`config.mk`:
```
export PLATFORM = sky130hd
export DESIGN_NAME = output_packer_flat
export DESIGN_NICKNAME = d
export VERILOG_FILES = /design/src/rtl/output_packer_if.sv /design/src/rtl/output_packer.sv /design/src/flat_wrapper.sv
export SDC_FILE = /design/constraint.sdc
export NUM_CORES = 1
export LEC_CHECK = 0
export CAP_MARGIN = 10
export CORE_MARGIN = 4
export CORE_UTILIZATION = 54
export CTS_CLUSTER_DIAMETER = 40
export DETAILED_ROUTE_END_ITERATION = 6
export DONT_BUFFER_PORTS = 1
export PLACE_DENSITY = 0.72
export SLEW_MARGIN = 5
export SYNTH_ARGS = -nofsm -noshare
export SYNTH_HDL_FRONTEND = slang
export SYNTH_SLANG_ARGS = --single-unit
```
`constraint.sdc`:
```
create_clock -name clk -period 8.82 [get_ports clk]
set_clock_uncertainty 0.2 [all_clocks]
set_input_delay 1.764 -clock clk [delete_from_list [all_inputs] [get_ports clk]]
set_output_delay 1.764 -clock clk [all_outputs]
set_load 0.01 [all_outputs]
```
`src/rtl/output_packer_if.sv`:
```
// Job, psum-stream and output-SRAM signal bundle for output_packer.
// slave = the packer itself; master = the EPU controller / stream source side.
interface output_packer_if #(
    parameter int unsigned ADDR_W = 18,
    parameter int unsigned LEN_W  = 20
) ();
    logic              start_i;
    logic [ADDR_W-1:0] base_i;
    logic [LEN_W-1:0]  len_i;
    logic [4:0]        shift_i;
    logic              in_valid_i;
    logic              in_ready_o;
    logic [31:0]       in_psum_i;
    logic              sram_cs_o;
    logic              sram_oe_o;
    logic [ADDR_W-1:0] sram_addr_o;
    logic [3:0]        sram_wen_o;
    logic [31:0]       sram_wdata_o;
    logic              busy_o;
    logic              finish_o;

    modport slave (
        input  start_i, base_i, len_i, shift_i, in_valid_i, in_psum_i,
        output in_ready_o, sram_cs_o, sram_oe_o, sram_addr_o, sram_wen_o,
               sram_wdata_o, busy_o, finish_o
    );

    modport master (
        output start_i, base_i, len_i, shift_i, in_valid_i, in_psum_i,
        input  in_ready_o, sram_cs_o, sram_oe_o, sram_addr_o, sram_wen_o,
               sram_wdata_o, busy_o, finish_o
    );
endinterface

```
`src/rtl/output_packer.sv`:
```
// Requantizes a 32-bit psum stream to int8 and packs 4 bytes per output-SRAM word write.
// Optional macro OUTPUT_PACKER_RELU_EN clamps negative quantized values to 0.
module output_packer #(
    parameter int unsigned ADDR_W = 18,
    parameter int unsigned LEN_W  = 20
) (
    input  logic             clk,
    input  logic             rst_n,
    output_packer_if.slave   bus
);

    typedef enum logic [1:0] {IDLE, RUN, LAST, DONE} state_t;

    state_t            state_q, state_d;
    logic [ADDR_W-1:0] ptr_q, ptr_d;
    logic [LEN_W-1:0]  len_q, len_d;
    logic [LEN_W-1:0]  cnt_q, cnt_d;
    logic [4:0]        shift_q, shift_d;
    logic [31:0]       pack_q, pack_d;
    logic              wr_cs_q, wr_cs_d;
    logic [3:0]        wr_wen_q, wr_wen_d;
    logic [ADDR_W-1:0] wr_addr_q, wr_addr_d;
    logic [31:0]       wr_data_q, wr_data_d;
    logic              in_ready_q, busy_q, finish_q;

    logic signed [32:0] q_rnd, q_sum, q_shr;
    logic [7:0]         q_byte;
    logic [1:0]         lane;
    logic               acc, last_byte;

    // Round-half-up, arithmetic shift, saturate to int8 (or [0,127] with ReLU).
    always_comb begin
        q_rnd  = '0;
        if (shift_q != 5'd0) q_rnd = 33'sd1 <<< (shift_q - 5'd1);
        q_sum  = $signed({bus.in_psum_i[31], bus.in_psum_i}) + q_rnd;
        q_shr  = q_sum >>> shift_q;
        q_byte = q_shr[7:0];
`ifdef OUTPUT_PACKER_RELU_EN
        if (q_shr < 33'sd0)          q_byte = 8'h00;
        else if (q_shr > 33'sd127)   q_byte = 8'h7F;
`else
        if (q_shr > 33'sd127)        q_byte = 8'h7F;
        else if (q_shr < -33'sd128)  q_byte = 8'h80;
`endif
    end

    assign lane      = cnt_q[1:0];
    assign acc       = bus.in_valid_i && (state_q == RUN);
    assign last_byte = (cnt_q == len_q - LEN_W'(1));

    always_comb begin
        state_d   = state_q;
        ptr_d     = ptr_q;
        len_d     = len_q;
        cnt_d     = cnt_q;
        shift_d   = shift_q;
        pack_d    = pack_q;
        wr_cs_d   = 1'b0;
        wr_wen_d  = 4'h0;
        wr_addr_d = '0;
        wr_data_d = 32'h0;
        case (state_q)
            IDLE: begin
                if (bus.start_i) begin
                    ptr_d   = bus.base_i;
                    len_d   = bus.len_i;
                    shift_d = bus.shift_i;
                    cnt_d   = '0;
                    pack_d  = 32'h0;
                    state_d = (bus.len_i == '0) ? DONE : RUN;
                end
            end
            RUN: begin
                if (acc) begin
                    pack_d[{lane, 3'b000} +: 8] = q_byte;
                    cnt_d = cnt_q + LEN_W'(1);
                    // Flush on a full word or on the job's final byte.
                    if (lane == 2'd3 || last_byte) begin
                        wr_cs_d   = 1'b1;
                        wr_wen_d  = 4'((5'd2 << lane) - 5'd1);
                        wr_addr_d = ptr_q;
                        wr_data_d = pack_d;
                        ptr_d     = ptr_q + ADDR_W'(1);
                        pack_d    = 32'h0;
                    end
                    if (last_byte) state_d = LAST;
                end
            end
            LAST: state_d = DONE;
            DONE: if (!bus.start_i) state_d = IDLE;
            default: state_d = IDLE;
        endcase
    end

    always_ff @(posedge clk or negedge rst_n) begin
        if (!rst_n) begin
            state_q    <= IDLE;
            ptr_q      <= '0;
            len_q      <= '0;
            cnt_q      <= '0;
            shift_q    <= 5'd0;
            pack_q     <= 32'h0;
            wr_cs_q    <= 1'b0;
            wr_wen_q   <= 4'h0;
            wr_addr_q  <= '0;
            wr_data_q  <= 32'h0;
            in_ready_q <= 1'b0;
            busy_q     <= 1'b0;
            finish_q   <= 1'b0;
        end else begin
            state_q    <= state_d;
            ptr_q      <= ptr_d;
            len_q      <= len_d;
            cnt_q      <= cnt_d;
            shift_q    <= shift_d;
            pack_q     <= pack_d;
            wr_cs_q    <= wr_cs_d;
            wr_wen_q   <= wr_wen_d;
            wr_addr_q  <= wr_addr_d;
            wr_data_q  <= wr_data_d;
            in_ready_q <= (state_d == RUN);
            busy_q     <= (state_d != IDLE);
            finish_q   <= (state_d == DONE);
        end
    end

    assign bus.in_ready_o   = in_ready_q;
    assign bus.busy_o       = busy_q;
    assign bus.finish_o     = finish_q;
    assign bus.sram_cs_o    = wr_cs_q;
    assign bus.sram_oe_o    = 1'b0;
    assign bus.sram_wen_o   = wr_wen_q;
    assign bus.sram_addr_o  = wr_addr_q;
    assign bus.sram_wdata_o = wr_data_q;

endmodule

```
`src/flat_wrapper.sv`:
```
// flat-port wrapper written by rule: the top's interface ports become plain ports
module output_packer_flat 
#(
    parameter int unsigned ADDR_W = 18,
    parameter int unsigned LEN_W  = 20
)
  (clk, rst_n, bus_start_i, bus_base_i, bus_len_i, bus_shift_i, bus_in_valid_i, bus_in_psum_i, bus_in_ready_o, bus_sram_cs_o, bus_sram_oe_o, bus_sram_addr_o, bus_sram_wen_o, bus_sram_wdata_o, bus_busy_o, bus_finish_o);
  output_packer_if #(.ADDR_W(ADDR_W), .LEN_W(LEN_W)) bus_i ();
  input  logic clk;
  input  logic rst_n;
  input wire logic [$bits(bus_i.start_i)-1:0] bus_start_i;
  input wire logic [$bits(bus_i.base_i)-1:0] bus_base_i;
  input wire logic [$bits(bus_i.len_i)-1:0] bus_len_i;
  input wire logic [$bits(bus_i.shift_i)-1:0] bus_shift_i;
  input wire logic [$bits(bus_i.in_valid_i)-1:0] bus_in_valid_i;
  input wire logic [$bits(bus_i.in_psum_i)-1:0] bus_in_psum_i;
  output wire logic [$bits(bus_i.in_ready_o)-1:0] bus_in_ready_o;
  output wire logic [$bits(bus_i.sram_cs_o)-1:0] bus_sram_cs_o;
  output wire logic [$bits(bus_i.sram_oe_o)-1:0] bus_sram_oe_o;
  output wire logic [$bits(bus_i.sram_addr_o)-1:0] bus_sram_addr_o;
  output wire logic [$bits(bus_i.sram_wen_o)-1:0] bus_sram_wen_o;
  output wire logic [$bits(bus_i.sram_wdata_o)-1:0] bus_sram_wdata_o;
  output wire logic [$bits(bus_i.busy_o)-1:0] bus_busy_o;
  output wire logic [$bits(bus_i.finish_o)-1:0] bus_finish_o;
  assign bus_i.start_i = bus_start_i;
  assign bus_i.base_i = bus_base_i;
  assign bus_i.len_i = bus_len_i;
  assign bus_i.shift_i = bus_shift_i;
  assign bus_i.in_valid_i = bus_in_valid_i;
  assign bus_i.in_psum_i = bus_in_psum_i;
  assign bus_in_ready_o = bus_i.in_ready_o;
  assign bus_sram_cs_o = bus_i.sram_cs_o;
  assign bus_sram_oe_o = bus_i.sram_oe_o;
  assign bus_sram_addr_o = bus_i.sram_addr_o;
  assign bus_sram_wen_o = bus_i.sram_wen_o;
  assign bus_sram_wdata_o = bus_i.sram_wdata_o;
  assign bus_busy_o = bus_i.busy_o;
  assign bus_finish_o = bus_i.finish_o;
  output_packer #(.ADDR_W(ADDR_W), .LEN_W(LEN_W)) u_core (.clk(clk), .rst_n(rst_n), .bus(bus_i));
endmodule
```
Yosys cells after proc, flatten, opt, wreduce, memory -nomap -nowiden. Index checks and enable logic that the tools add are counted.

Output and inout port bits: 59. Latch bits: 0. Input bits: 79. Memories: 0. Register bits: 155. Logic and storage cells: 80. ROM bits: 0. RAM bits: 0.

Eq/ne operators: 10. Muxes and demuxes: 33. Div/mod/pow operators: 0. Order comparisons: 2. Multiply operators: 0. $add $sub $neg: 7. Bitwise gates (word level): 0. Shift-type cells: 5. Reductions and logical operators: 10.

Operators with widths (count): 32-bit two-way mux (6); 18-bit two-way mux (6); 32-bit one-hot mux with 2 select lines (1); 20-bit two-way mux (2); 20-bit one-hot mux with 2 select lines (1); 18-bit one-hot mux with 2 select lines (1); 32-bit by 33-bit adder with 33-bit output (1); 33-bit by 8-bit > comparator with 1-bit output, second input constant (1); 33-bit by 8-bit < comparator with 1-bit output, second input constant (1); 33-bit two-way mux (1); 2-bit by 5-bit <<< shifter with 33-bit output, first input constant (1); 33-bit by 5-bit >>> shifter with 33-bit output (1); 32-bit bitwise mux (1); 8-bit by 7-bit variable shift with 32-bit output, first input constant (1); 8-bit by 7-bit variable part select with 32-bit output (1); 20-bit by 1-bit adder with 20-bit output, second input constant (1); 20-bit == test (1); 20-bit logical NOT (1); 20-bit by 1-bit subtractor with 20-bit output, second input constant (1); 18-bit by 1-bit adder with 18-bit output, second input constant (1); 8-bit two-way mux (2); 4-bit two-way mux (3); 2-bit two-way mux (5); 2-bit == test, second input constant (4); 17 further kinds (22).

Longest topological paths before layout. Gate-level depths: netlist of the first run.

Word-level depth: 13. Mapped depth: 24. Gate-level depth less buffers: 20.

Worst setup path before layout of the first run. Ideal clock, no wire load.

Path type: input port to flip-flop. From: in bus_in_psum_i[0]. To: reg u_core.wr_data_q[22], in the netlist u_core.bus.sram_wdata_o[22]. Arrival time: 5794 ps. Data required time: 8481 ps. Library setup time: 139 ps. Buffers on the path: 2. Slack: 2687 ps. Stages on the path: 19. Path through: ha_1 inv_1 fa_1 nand2b_1 a21oi_1 o21ai_1 o21a_1 o21ai_1 a31oi_1 and2_1 buf_2 o221ai_1 and3_1 nand4_1 or4_1 o311a_4 buf_12 o211ai_4 o211ai_1.

Longest elaborated chain between the ends: 10. Elaborated cells on any way between the ends: 11. Classes of those cells: add/sub (1); order compare (2); shift (2); mux (6).

Ends and longest elaborated chain: start, declared (line flat_wrapper.sv:16) `input wire logic [$bits(bus_i.in_psum_i)-1:0] bus_in_psum_i;`; 32-bit by 33-bit adder with 33-bit output * (line output_packer.sv:35) `q_sum = $signed({bus.in_psum_i[31], bus.in_psum_i}) + q_rnd;`; 33-bit by 5-bit >>> shifter with 33-bit output * (line output_packer.sv:36) `q_shr = q_sum >>> shift_q;`; 33-bit by 8-bit < comparator with 1-bit output (line output_packer.sv:43) `else if (q_shr < -33'sd128) q_byte = 8'h80;`; 8-bit two-way mux (line output_packer.sv:43); 8-bit two-way mux * (line output_packer.sv:42) `if (q_shr > 33'sd127) q_byte = 8'h7F;`; 8-bit by 7-bit variable part select with 32-bit output * (line output_packer.sv:75) `pack_d[{lane, 3'b000} +: 8] = q_byte;`; 32-bit bitwise mux * (line output_packer.sv:75); 32-bit two-way mux * (line output_packer.sv:78) `if (lane == 2'd3 || last_byte) begin`; 32-bit two-way mux * (line output_packer.sv:74) `if (acc) begin`; 32-bit two-way mux * (line output_packer.sv:62) `case (state_q)`; net u_core.wr_data_d[22] (line output_packer.sv:23) `logic [31:0] wr_data_q, wr_data_d;`; end signal, assigned (line output_packer.sv:120) `wr_data_q <= wr_data_d;`; end, declared (line output_packer.sv:23).

Mark *: on every way through the listed nets, which the timed path passes. The rest lies on a longest branch. A chain may end at the register's enable or synchronous reset.

Final worst setup path of the first run.
From: reg u_core.shift_q[2]. To: reg u_core.pack_q[28].

Longest elaborated chain between the ends: 13. Elaborated cells on any way between the ends: 15. Classes of those cells: add/sub (2); order compare (2); shift (3); mux (7); reduce/logical (1).

Ends and longest elaborated chain: start, declared (line output_packer.sv:18) `logic [4:0] shift_q, shift_d;`; start signal, assigned (line output_packer.sv:115) `shift_q <= shift_d;`; 5-bit by 1-bit subtractor with 5-bit output (line output_packer.sv:34) `if (shift_q != 5'd0) q_rnd = 33'sd1 <<< (shift_q - 5'd1);`; 2-bit by 5-bit <<< shifter with 33-bit output (line output_packer.sv:34); 33-bit two-way mux (line output_packer.sv:34); 32-bit by 33-bit adder with 33-bit output (line output_packer.sv:35); 33-bit by 5-bit >>> shifter with 33-bit output * (line output_packer.sv:36); 33-bit by 8-bit < comparator with 1-bit output (line output_packer.sv:43); 8-bit two-way mux (line output_packer.sv:43); 8-bit two-way mux * (line output_packer.sv:42); 8-bit by 7-bit variable part select with 32-bit output * (line output_packer.sv:75); 32-bit bitwise mux * (line output_packer.sv:75); 32-bit two-way mux * (line output_packer.sv:78); 32-bit two-way mux * (line output_packer.sv:74); 32-bit one-hot mux with 2 select lines * (line output_packer.sv:62); end signal, assigned (line output_packer.sv:116) `pack_q <= pack_d;`; end, declared (line output_packer.sv:19) `logic [31:0] pack_q, pack_d;`.

Every way passes the cells marked *; elsewhere a longest branch is shown, timed or not. The select of a mux whose other input is x is not followed.

==> results of run 1 <==
tightest hold or removal path, cell delays in order, from the launching register on:
cell	delay (ns)
dfrtp_1	0.34
nand2_1	0.04
o21ai_0	0.06
metrics by stage:
stage / setup slack, ns / instances / hold slack (ns)
after detailed placement: 1.60 / 1762 / 0.263
after CTS: 1.64 / 1794 / 0.277
final: 1.51 / 1795 / 0.275
after floorplan: 2.69 / 1543 / 0.242
after global routing: 0.971 / 1795 / 0.306
after global placement: 1.72 / 1762 / 0.257
routing by layer:
layer / part of all wire (%) / wire, microns / vias to the layer above
met5: 0 / 0 / -
met4: 3.1 / 1180 / 0
met3: 7.7 / 2950 / 101
met2: 46 / 17800 / 639
met1: 43 / 16400 / 5742
li1: - / - / 5632
cells by family (layout without fill, tap and decap cells):
family                     count (synthesis)  count (layout)  share of synthesized area (%)
xor gates and xnor gates                  60              60                           4.20
AOI/OAI and AO/OA                        485             485                           26.9
muxes                                     55              55                           5.14
buffers and inverters                    119              86                           4.34
DFF                                      154             154                           30.8
other                                      1               2                         0.0300
adders and majority gates                 42              42                           4.26
and+or+nand+nor                          626             626                           24.3
worst max-delay path by stage:
stage	start	end	slack, ns	depth (start not counted)
detailed placement	bus_in_psum_i[0]	u_core.pack_q[28]$_DFFE_PN0P_	1.60	17
global route	u_core.shift_q[2]$_DFFE_PN0P_	u_core.pack_q[28]$_DFFE_PN0P_	0.97	20
finish	u_core.shift_q[2]$_DFFE_PN0P_	u_core.pack_q[28]$_DFFE_PN0P_	1.51	20
floorplan	bus_in_psum_i[0]	u_core.bus.sram_wdata_o[22]$_DFF_PN0_	2.69	19
CTS	u_core.shift_q[1]$_DFFE_PN0P_	u_core.pack_q[28]$_DFFE_PN0P_	1.64	21
global placement	bus_in_psum_i[0]	u_core.pack_q[28]$_DFFE_PN0P_	1.72	17
cell usage after synthesis, drive strengths merged (6+ instances only):
master / number
buf: 34
o22a: 6
a311oi: 6
ha: 41
o211ai: 55
a211oi: 30
or2: 11
a22oi: 7
and3: 18
clkbuf: 52
and2: 32
a31oi: 13
xor2: 33
o22ai: 21
nand4: 30
nand2: 209
a41oi: 6
nor2: 153
nor4: 19
or4: 9
nor3b: 12
o31ai: 8
o21a: 13
nor3: 39
a21o: 15
o221ai: 13
inv: 32
xnor2: 27
o21ai: 125
a21oi: 99
nand3: 51
a221oi: 6
nand2b: 12
mux2: 28
o211a: 6
or3: 11
nor2b: 9
mux2i: 23
dfrtp: 154
a31o: 8
layout make-up:
class / instances / area (sq um) / area share (%)
clock buffers: 17 / 425 / 3.22
flip-flops and latches: 154 / 3850 / 29.2
well taps: 285 / 357 / 2.70
clock inverters: 15 / 178 / 1.34
inverters: 33 / 124 / 0.938
repair buffers: 21 / 155 / 1.17
multi-input cells: 1270 / 8120 / 61.5
registers in the layout, summed over array words and instances, names as in the netlist:
signal	count
u_core.bus.sram_wdata_o	32
u_core.pack_q	32
u_core.cnt_q	20
u_core.len_q	20
u_core.bus.sram_addr_o	18
u_core.ptr_q	18
u_core.shift_q	5
u_core.bus.sram_wen_o	4
u_core.state_q	2
u_core.bus.busy_o	1
u_core.bus.finish_o	1
u_core.bus.in_ready_o	1
power groups by stage:
stage               Combinational, mW  Clock, mW  Sequential [mW]
floorplan                       0.651          0            0.829
global placement                0.847          0            0.855
detailed placement              0.848          0            0.857
CTS                             0.854      0.751            0.844
global route                    0.953      0.783            0.853
finish                          0.881      0.738            0.845
placed cells by master, fill, tap and decap left out, types with 19 or more instances in the layout:
cell type / n
inv_1: 32
a21oi_1: 97
o21ai_1: 43
and2_1: 32
a211oi_1: 27
xor2_1: 33
dfrtp_1: 154
nor2_1: 152
o211ai_1: 51
nor3_1: 38
buf_4: 20
nand2_1: 209
nand3_1: 51
mux2i_1: 23
nand4_1: 30
o21ai_0: 79
mux2_2: 27
xnor2_1: 27
o22ai_1: 19
ha_1: 41
==> impl_metrics.toml, run 1 <==
[run_status]
status = "complete, no violations"

[clocking]
post_cts_buffers = 0
cts_tree = "built"
htreeDepth = 4
ctsResizeCount = 0
postCtsHoldBufs = 0
cts_sinks = 154
ctsRootBufferMaster = "clkbuf_16"
cts_buffer_depth = 2
cts_buffers = 17
clk_pin_slew_worst_paths_ns = 0.08
clk_latency_ns = 0.44

[critical_path]
crit_chain = "inv_1, nand2_1, nor3_1, ha_1, inv_1, fa_1, nand2b_1, a21oi_1, o21ai_1, o21a_1, o21ai_1, a31oi_1, nand2_1, o21ai_0, a2111oi_4, nand4_1, or4_1, o311a_4, nor4_4, o21ai_0"
crit_slowest_cell = "dfrtp_1"
crit_type = "register to register"
r2r-end = "u_core.pack_q[28]$_DFFE_PN0P_"
r2r_slack_ns = 1.51
cp_num_buf_inv = 2
r2r-start = "u_core.shift_q[2]$_DFFE_PN0P_"
start_kind = "register"
crit_fanout = 21
crit_family = "compound AO/OA/AOI/OAI gates"
end_kind = "register"
slowest_delay_ns = 0.63
r2r_cells = 20
arrival_ns = 7.42
worstPathRequired_ns = 8.93

[global_routing]
grt_max_degree = 155
top_usage_layer = "met2"
grt_overflow = 0
grt_usage_pct = 29.1
grt_pass1_wl_mm = 61.4
antenna_found_initial = 0
grt_use_met2_pct = 46.8
use_met1_pct = 40.0
grt_use_met3_pct = 5.34
grt_pass1_vias = 11330

[pwr]
switching_power_mw = 1.01
vdd_drop_max_v = 0.000135
power_density_nw_per_um2 = 186
total_power_mw = 2.46
p_int_mw = 1.45
leakage_nw = 5.46
swShare_pct = 41.0
clkPwrFrac_pct = 30.0
seqPwrFrac_pct = 34.3
p_comb_share_pct = 35.7

[logic_synthesis]
yosysTopAreaCell = "dfrtp_1"
synthFlopType = "dfrtp_1"
avgSynthCellArea_sq_um = 8.11
ys_top_cells_by_area = "dfrtp_1 31%, nand2_1 6.3%, nor2_1 4.6%"
ys_seq_area_share_pct = 30.8
ys_ff_latch = 154
yosys_warnings = 0
netlist.area_leader.share_pct = 30.8
synth_area_sq_um = 12500
netlist_instances = 1542
ys_types = 95
synth_edf_count = 0
async_flop_share_pct = 100

[finish]
layout-drive-gt1-share_pct = 8.87
final_nets = 1618
fillers = 2046
antenna_cells = 0
finalCoreUtilization_pct = 58.2
syn_to_final_growth_pct = 5.68
fin_area_sq_um = 13200

[floorplanning]
start_util_pct = 55.0
floorplan.rows = 55
ios = 138
core_region_area_sq_um = 22700
die_w_microns = 160
die_area_sq_um = 25600
die_height_microns = 160

[routing]
vias_per_cell = 6.75
avgRoutedWirePerCell_microns = 21.3
drcViolationCount = 0
vias = 12114
drtIter0Drc = 1274
drt_wl_total_mm = 38.3
ant_nets = 0
first_pass_iters = 6

[sta]
hold_viol_final = 0
finalCriticalPeriod_ns = 7.31
post-route-period-util_pct = 82.9
fmax_mhz = 137
rsz0062_at_grt = "false"
setup_tns_ns = 0
setup_viol = 0
tightest_slew_ns = 1.04
finalMaxSlewViolations = 0
slew_headroom_pct = 29.6

[place]
numPortBuffers = 0
gp_congestion = 1.04
dp_hpwl_mm = 28.3
placed_cell_area_sq_um = 12600

[run]
drv_cap = 0

[min_path]
worstHoldStart = "u_core.pack_q[23]$_DFFE_PN0P_"
holdPathStages = 2
hold_path.class = "register to register"
hold_path_end = "u_core.pack_q[23]$_DFFE_PN0P_"
No activity file was read; power rests on OpenSTA's default activity.
==> run 2, diff against run 1 <==
--- a/config.mk
+++ b/config.mk
@@ -5,6 +5,7 @@
 export SDC_FILE = /design/constraint.sdc
 export NUM_CORES = 1
 export LEC_CHECK = 0
+export ABC_AREA = 1
 export CAP_MARGIN = 10
 export CORE_MARGIN = 4
 export CORE_UTILIZATION = 54
==> constraint.sdc (replaced) <==
create_clock -name clk -period 6.8 [get_ports clk]
set_clock_uncertainty 0.2 [all_clocks]
set_input_delay 1.36 -clock clk [delete_from_list [all_inputs] [get_ports clk]]
set_output_delay 1.36 -clock clk [all_outputs]
set_load 0.01 [all_outputs]
==> run 2 against run 1 <==
Against the previous run:
- critical path depth increased by 17
- sequential share of layout area shrank 1.7 points
- first-iteration DRC count rose by 14%
- core utilization is 0.23 points lower
- total power grew 13%
- largest cell class unchanged
==> impl_metrics.toml, run 2 <==
[floorplanning]
core_region_area_sq_um = 24200
die_height_microns = 165
start_util_pct = 54.8
die_w_microns = 165
ios = 138
die_area_sq_um = 27200
floorplan.rows = 57

[finish]
regArea_sq_um = 3850
final_nets = 2228
most-common-layout-cells = "695 x nand2_1, 352 x nand3_1, 264 x inv_1, 189 x nor2_1, 154 x dfrtp_1"
multi_input_area_sq_um = 8030
final_common_cell = "nand2_1"
syn_to_final_growth_pct = 5.79
finalNonFillerCells = 2445
finalCoreUtilization_pct = 57.9
fillers = 2443
layout-drive-gt1-share_pct = 5.90

[critical_path]
slowest_delay_ns = 0.56
r2r-start = "u_core.shift_q[3]$_DFFE_PN0P_"
crit_top_cell = "nand2_1"
crit_fanout = 15
start_kind = "register"
r2r_cells = 37
cp_num_buf_inv = 7
crit_slowest_cell = "dfrtp_1"
end_kind = "register"
worstPathRequired_ns = 6.95
crit_family = "simple AND/OR/NAND/NOR gates"
arrival_ns = 6.09
crit_type = "register to register"
r2r_slack_ns = 0.86
r2r-end = "u_core.bus.sram_wdata_o[16]$_DFF_PN0_"

[logic_synthesis]
netlist.area_leader.share_pct = 29.0
synth_edf_count = 0
ys_seq_area_share_pct = 29.0
synthMuxAreaShare_pct = 0
ys_top_cells_by_area = "dfrtp_1 29%, nand2_1 20%, nand3_1 13%"
synth_compound_area_share_pct = 6.57
synthFlopType = "dfrtp_1"
yosysTopAreaCell = "dfrtp_1"
synth_top_family_by_area = "simple AND/OR/NAND/NOR gates"
netlist_instances = 2149
ys_types = 52
avgSynthCellArea_sq_um = 6.18
synth.most_common_cell = "nand2_1"
ys_ff_latch = 154
yosys_warnings = 0
async_flop_share_pct = 100
synth-xor-area-share_pct = 3.43
synth_area_sq_um = 13300
ys_top_cells_by_count = "695 x nand2_1, 352 x nand3_1, 264 x inv_1"
synth-simple-area-share_pct = 46.4
synth_adder_area_share_pct = 4.01

[min_path]
worstHoldStart = "u_core.pack_q[25]$_DFFE_PN0P_"
hold_path.class = "register to register"
hold_path_end = "u_core.pack_q[25]$_DFFE_PN0P_"
holdPathStages = 2

[sta]
timing.hold.ws_ns = 0.280
post-route-period-util_pct = 87.4
slew_headroom_pct = 44.7
setup_tns_ns = 0
tightest_slew_ns = 0.829
rsz0062_at_grt = "false"
setup_viol = 0
hold_viol_final = 0
finalCriticalPeriod_ns = 5.94
fmax_mhz = 168
finalMaxSlewViolations = 0

[run_status]
status = "complete, no violations"

[routing]
ant_nets = 0
drt_wl_total_mm = 40.3
first_pass_iters = 5
vias_per_cell = 5.60
avgRoutedWirePerCell_microns = 16.5
vias = 13683
drtIter0Drc = 1452
drcViolationCount = 0

[pwr]
power_density_nw_per_um2 = 198
leakage_nw = 7.41
total_power_mw = 2.79
vdd_drop_max_v = 0.000152

[global_routing]
grt_max_degree = 155
grt_pass1_wl_mm = 65.0
grt_overflow = 0
grt_pass1_vias = 12623
grt_usage_pct = 29.9
antenna_found_initial = 2

[clocking]
post_cts_buffers = 0
clk_latency_ns = 0.43
postCtsHoldBufs = 0
cts_buffer_depth = 2
htreeDepth = 4
cts_buffers = 17
ctsRootBufferMaster = "clkbuf_16"
ctsResizeCount = 0
cts_tree = "built"
cts_sinks = 154
clk_pin_slew_worst_paths_ns = 0.06

[place]
dp_cells = 2412
dp_hpwl_mm = 31.5
gp_congestion = 0.997
numPortBuffers = 0

[run]
drv_cap = 0
## run 2: final cells by class
type / instances / area share, %
multi-input combinational: 1643 / 57.1
clock inverter: 14 / 1.23
sequential: 154 / 27.4
tap: 324 / 2.89
antenna: 1 / 0.0178
timing repair buffer: 14 / 0.748
clock buffer: 18 / 3.13
inverter: 277 / 7.44
## run 2: kinds of logic (layout without fill, tap and decap cells)
group / after synthesis / after routing
AND/OR/NAND/NOR: 1388 / 1388
other: 1 / 3
XOR/XNOR: 52 / 52
flip-flops: 154 / 154
buffers and inverters: 353 / 323
AO/OA/AOI/OAI: 159 / 159
adder cells (fa/ha/maj): 42 / 42
## run 2: worst max path at each step
stage	from	end	slack (ns)	cells past startpoint
2_1_floorplan	bus_in_psum_i[0]	u_core.pack_q[2]$_DFFE_PN0P_	2.43	29
3_3_place_gp	u_core.shift_q[3]$_DFFE_PN0P_	u_core.bus.sram_wdata_o[19]$_DFF_PN0_	1.03	37
3_5_place_dp	u_core.shift_q[3]$_DFFE_PN0P_	u_core.bus.sram_wdata_o[21]$_DFF_PN0_	1.11	37
4_1_cts	u_core.shift_q[3]$_DFFE_PN0P_	u_core.bus.sram_wdata_o[11]$_DFF_PN0_	1.07	35
5_1_grt	u_core.shift_q[3]$_DFFE_PN0P_	u_core.bus.sram_wdata_o[21]$_DFF_PN0_	0.35	36
6_report	u_core.shift_q[3]$_DFFE_PN0P_	u_core.bus.sram_wdata_o[16]$_DFF_PN0_	0.86	37
## run 2: routing by layer
metal  wire (microns)  track usage (%)  vias to the layer above
met4              712             6.99                        2
li1                 -                -                     6826
met1            18600             44.2                     6244
met2            17500             44.7                      557
met3             3580             6.26                       54
met5               13                0                        -
## run 2: report_power, final
part,internal (mW),switching (mW)
sequential,1.04,0.114
combinational,0.214,0.436
clock,0.565,0.422
## run 2: per-stage QoR
| stage | setup slack (ns) | area [sq um] |
|---|---|---|
| 2_1_floorplan | 2.43 | 13300 |
| 3_3_place_gp | 1.03 | 13400 |
| 3_5_place_dp | 1.11 | 13400 |
| 4_1_cts | 1.07 | 14000 |
| 5_1_grt | 0.349 | 14000 |
| 6_report | 0.856 | 14100 |
## run 2: tightest hold or removal path, cell delays in order, from the launching register on
cell and delay [ns]:
dfrtp_1 0.34, nand2_1 0.05, nand2_1 0.06
